--- src/rtl/mem_port_arbiter.sv ---
// Shares the external memory port between the CPU and a host loader/debug port.
// Latency: CPU passthrough is combinational; a host access completes 5 cycles after host_req once the CPU acks the hold.
// Backpressure: host waits (level host_req) until the CPU stalls; the request is aborted with host_err after ACK_TIMEOUT cycles.
module mem_port_arbiter #(
  parameter int AW          = 16,
  parameter int DW          = 8,
  parameter int ACK_TIMEOUT = 255
) (
  input  logic          clk,
  input  logic          rst,
  input  logic [AW-1:0] cpu_bus,
  input  logic          cpu_mar_we,
  input  logic          cpu_ram_we,
  input  logic          cpu_ack,
  output logic          cpu_hold,
  input  logic          host_req,
  input  logic          host_we,
  input  logic [AW-1:0] host_addr,
  input  logic [DW-1:0] host_wdata,
  output logic          host_gnt,
  output logic          host_err,
  output logic [DW-1:0] host_rdata,
  input  logic [DW-1:0] mem_out,
  output logic [AW-1:0] mem_bus,
  output logic          mem_mar_we,
  output logic          mem_ram_we,
  output logic          busy
);

  // Counter only needs to reach ACK_TIMEOUT-1.
  localparam int CW = (ACK_TIMEOUT > 1) ? $clog2(ACK_TIMEOUT) : 1;

  typedef enum logic [2:0] {
    IDLE,
    WAIT_ACK,
    H_ADDR,
    H_DATA,
    RESTORE,
    DONE
  } state_t;

  state_t        state;
  state_t        state_nxt;
  logic [AW-1:0] shadow_mar;
  logic [CW-1:0] wait_cnt;
  logic          err_flag;
  logic          passthru;
  logic          timeout_hit;

  assign passthru    = (state == IDLE) || (state == WAIT_ACK);
  // ACK_TIMEOUT of zero disables the abort path entirely.
  assign timeout_hit = (ACK_TIMEOUT != 0) && (wait_cnt == CW'(ACK_TIMEOUT - 1));

  assign busy     = (state != IDLE);
  assign cpu_hold = busy;
  assign host_gnt = (state == DONE);
  assign host_err = (state == DONE) && err_flag;

  // Next-state and memory-port drive; the host sequence owns the port outside IDLE/WAIT_ACK.
  always_comb begin
    state_nxt  = state;
    mem_bus    = '0;
    mem_mar_we = 1'b0;
    mem_ram_we = 1'b0;
    case (state)
      IDLE: begin
        mem_bus    = cpu_bus;
        mem_mar_we = cpu_mar_we;
        mem_ram_we = cpu_ram_we;
        if (host_req) state_nxt = WAIT_ACK;
      end
      WAIT_ACK: begin
        mem_bus    = cpu_bus;
        mem_mar_we = cpu_mar_we;
        mem_ram_we = cpu_ram_we;
        if (cpu_ack)          state_nxt = H_ADDR;
        else if (timeout_hit) state_nxt = DONE;
      end
      H_ADDR: begin
        mem_bus    = host_addr;
        mem_mar_we = 1'b1;
        state_nxt  = H_DATA;
      end
      H_DATA: begin
        if (host_we) begin
          mem_bus    = AW'(host_wdata);
          mem_ram_we = 1'b1;
        end
        state_nxt = RESTORE;
      end
      RESTORE: begin
        // Put the CPU's MAR back so it resumes exactly where it stalled.
        mem_bus    = shadow_mar;
        mem_mar_we = 1'b1;
        state_nxt  = DONE;
      end
      DONE:    state_nxt = IDLE;
      default: state_nxt = IDLE;
    endcase
  end

  // State register, wait counter, abort flag, shadow MAR and read-data capture.
  always_ff @(posedge clk) begin
    if (rst) begin
      state      <= IDLE;
      shadow_mar <= '0;
      wait_cnt   <= '0;
      err_flag   <= 1'b0;
      host_rdata <= '0;
    end else begin
      state <= state_nxt;
      if (passthru && cpu_mar_we) shadow_mar <= cpu_bus;
      if (state == IDLE) begin
        wait_cnt <= '0;
      end else if (state == WAIT_ACK && !cpu_ack) begin
        if (timeout_hit) err_flag <= 1'b1;
        else             wait_cnt <= wait_cnt + CW'(1);
      end
      if (state == DONE) err_flag <= 1'b0;
      if (state == H_DATA && !host_we) host_rdata <= mem_out;
    end
  end

endmodule

--- config.mk ---
export PLATFORM = sky130hd
export DESIGN_NAME = mem_port_arbiter
export DESIGN_NICKNAME = d
export VERILOG_FILES = /design/src/rtl/mem_port_arbiter.sv
export SDC_FILE = /design/constraint.sdc
export NUM_CORES = 1
export LEC_CHECK = 0
export ABC_AREA = 0
export BUFFER_PORTS_ARGS = -buffer_cell sky130_fd_sc_hd__buf_4
export CAP_MARGIN = 20
export CORE_MARGIN = 4
export CORE_UTILIZATION = 50
export DETAILED_ROUTE_END_ITERATION = 8
export PLACE_DENSITY = 0.85
export SLEW_MARGIN = 20
export SYNTH_ARGS = -nofsm -noshare
export SYNTH_HDL_FRONTEND = slang
export SYNTH_SLANG_ARGS = --single-unit
--- constraint.sdc ---
create_clock -name clk -period 4.5 [get_ports clk]
set_input_delay 0.225 -clock clk [delete_from_list [all_inputs] [get_ports clk]]
set_output_delay 0.225 -clock clk [all_outputs]
set_load 0.02 [all_outputs]
==> out/metrics.yaml <==
status:
  status: "complete, no violations"
power:
  cellPowerDensity_nw_per_um2: 280.5
  p_switching_mw: 0.2123
  p_clk_share_pct: 25.4
  swShare_pct: 30.28
  vdd_drop_max_v: 0.0002319
  finalPower_mw: 0.7013
  p_int_mw: 0.4890
  p_leak_nw: 1.033
  comb_power_share_pct: 25.1
  p_seq_share_pct: 49.5
finish:
  layout_common_cells: "85 x buf_4, 43 x nand2_1, 36 x dfxtp_1"
  area_growth_pct: 37.32
  final_cells: 354
  drive_gt1_share_pct: 31.82
  final_common_cell: "buf_4"
  num_antenna_cells: 0
  final_nets: 364
sta:
  max_freq_mhz: 383.9
  max_slew_margin_pct: 42.84
  fin_crit_sh_pct: 57.89
  worstMarginPinSlew_ns: 0.8563
  finalSetupTns_ns: 0
  timing.hold.ws_ns: 0.1250
  rsz0062_at_grt: "false"
  post-route-min-period_ns: 2.605
  finClkSkew_ns: 0.01091
  setup_ws_ns: 1.895
  setup_viol: 0
  hold_violations: 0
  drv_slew: 0
cts:
  cts_tree: "yes"
  clk_pin_slew_worst_paths_ns: 0.11
  post_cts_resized: 0
  cts_htree_levels: 2
  clock_path_buffers: 2
  numCtsBuffers: 5
  cts_setup_buffers: 0
  clock_latency_ns: 0.33
  clock-sinks: 36
  ctsRootBufferMaster: "clkbuf_4"
  cts-hold-fix-buffers: 0
routing:
  ant_nets: 0
  vias_per_cell: 5.395
  post-route-drc-count: 0
  wl_per_cell_um: 14.14
  firstDrtPassIters: 4
  wirelength_um: 5006
  drt_iter0_drc: 127
  vias: 1910
placed_design:
  gp_congestion: 0.8036
  detailedPlace.worstSlack_ns: 2.025
  placedCellCount: 346
  dpl.hpwl_um: 3653
  io_buffers: 84
global_route:
  grt_max_degree: 30
  grtUsageTotal_pct: 21.58
  grt_pass1_vias: 1816
  grt_pass1_wl_um: 7714
  grt_overflow_total: 0
  antenna_found_initial: 0
die:
  die_h_um: 68.34
  core_um2: 3416
  dieArea_um2: 4670
  dieWidth_um: 68.34
  rows: 21
  initial_core_util_pct: 53.30
  io_pins: 85
hold_path:
  hold_class: "in2reg"
synthesis:
  synthesis.instances: 233
  synth-xor-area-share_pct: 1.443
  avgSynthCellArea_um2: 7.813
  ys_seq_area_share_pct: 39.59
  mappedNetlistNets: 290
  synth.cell_area_um2: 1820
  yosys_warnings: 0
  ys_dominant_reg_cell: "dfxtp_1"
  ys_seq_elements: 36
  synth_edf_count: 0
  synthAdderAreaFrac_pct: 1.375
  synth-compound-area-share_pct: 25.64
  synth_simple_gate_area_share_pct: 22.54
  synth_top_family_by_area: "compound AO/OA/AOI/OAI gates"
  synth.mux.area_fraction_pct: 4.399
  ys_types: 32
  async_flop_share_pct: 0
flow_run:
  maxCapViolCount: 0
critical_path:
  crit_arrival_ns: 2.38
  path_cells: "nor2_2, nand2_1, o21ai_0, buf_4"
  path_class: "reg2out"
  critPathMaxFanout: 19
  required_ns: 4.28
  critPathMaxStageDelay_ns: 0.66
  critPathLaunchType: "flip-flop"
  end_kind: "output port"
  crit_slowest_cell: "nor2_2"
## worst max-delay path, delay by kind of cell (launching register included)
family / cells / cell delay [ns]
flip-flops: 1 / 0.45
AND/OR/NAND/NOR: 2 / 1.21
buffers and inverters: 1 / 0.17
AO/OA/AOI/OAI: 1 / 0.21
## flip-flops by register name, summed over array words and instances (netlist names)
register,cells
err_flag,1
host_rdata,8
wait_cnt,8
state,3
shadow_mar,16
## Yosys cell counts (all sizes together), types with 2 or more instances
library cell	number	area, um^2
nand2	43	161.4
dfxtp	36	720.7
a22oi	24	180.2
a21oi	23	115.1
o21ai	22	110.1
nor2	18	70.07
clkbuf	10	37.54
buf	8	42.54
mux2i	8	80.08
or3	6	37.54
nor3	4	31.28
and2	3	18.77
inv	3	11.26
nand2b	3	18.77
o211ai	3	22.52
a211oi	2	15.01
and3	2	12.51
ha	2	25.02
nand3	2	10.01
xor2	2	17.52
## metrics by stage
| step | utilization (%) | area, um^2 |
|---|---|---|
| CTS | 73.11 | 2497 |
| global placement | 71.32 | 2436 |
| global route | 73.19 | 2500 |
| floorplan | - | 1821 |
| detailed placement | 71.32 | 2436 |
| finish | 73.19 | 2500 |
## cells by family (layout without fill, tap and decap cells)
| kind of cell | after synthesis | in the layout |
|---|---|---|
| xor+xnor | 3 | 3 |
| buf+inv | 21 | 96 |
| simple gates | 86 | 86 |
| flops | 36 | 36 |
| mux | 8 | 8 |
| compound gates | 77 | 77 |
| fa+ha+maj | 2 | 2 |
## layout make-up
class | count | area (um^2)
multi-input combinational | 176 | 1011
fill | 287 | 915.9
sequential | 36 | 720.7
timing repair buffer | 85 | 638.1
tap | 46 | 57.56
clock buffer | 6 | 51.30
inverter | 3 | 11.26
clock inverter | 2 | 10.01
## final timing paths
check	slack [ns]	startpoint	end	cells past startpoint
setup / recovery	1.89	state[1]	mem_mar_we	4
hold / removal	0.12	mem_out[0]	host_rdata[0]	3
setup reg to reg	2.31	state[0]	wait_cnt[4]	4
hold reg to reg	0.46	shadow_mar[3]	shadow_mar[3]	2
## power groups by stage
stage	clock (mW)	sequential (mW)	combinational, mW
global placement	0	0.354	0.174
CTS	0.183	0.347	0.177
global route	0.197	0.349	0.193
floorplan	0	0.344	0.103
finish	0.178	0.347	0.176
detailed placement	0	0.354	0.176
## layer usage
layer	vias to the layer above	global-route usage, %	part of all wire [%]	wire length (um)
met5	-	0	0	0
met4	0	4.467	0	0
met3	0	7.553	12	578
met1	870	23.87	40	2017
li1	963	-	-	-
met2	77	39.47	48	2411
Power figures use the tool's default switching activity.
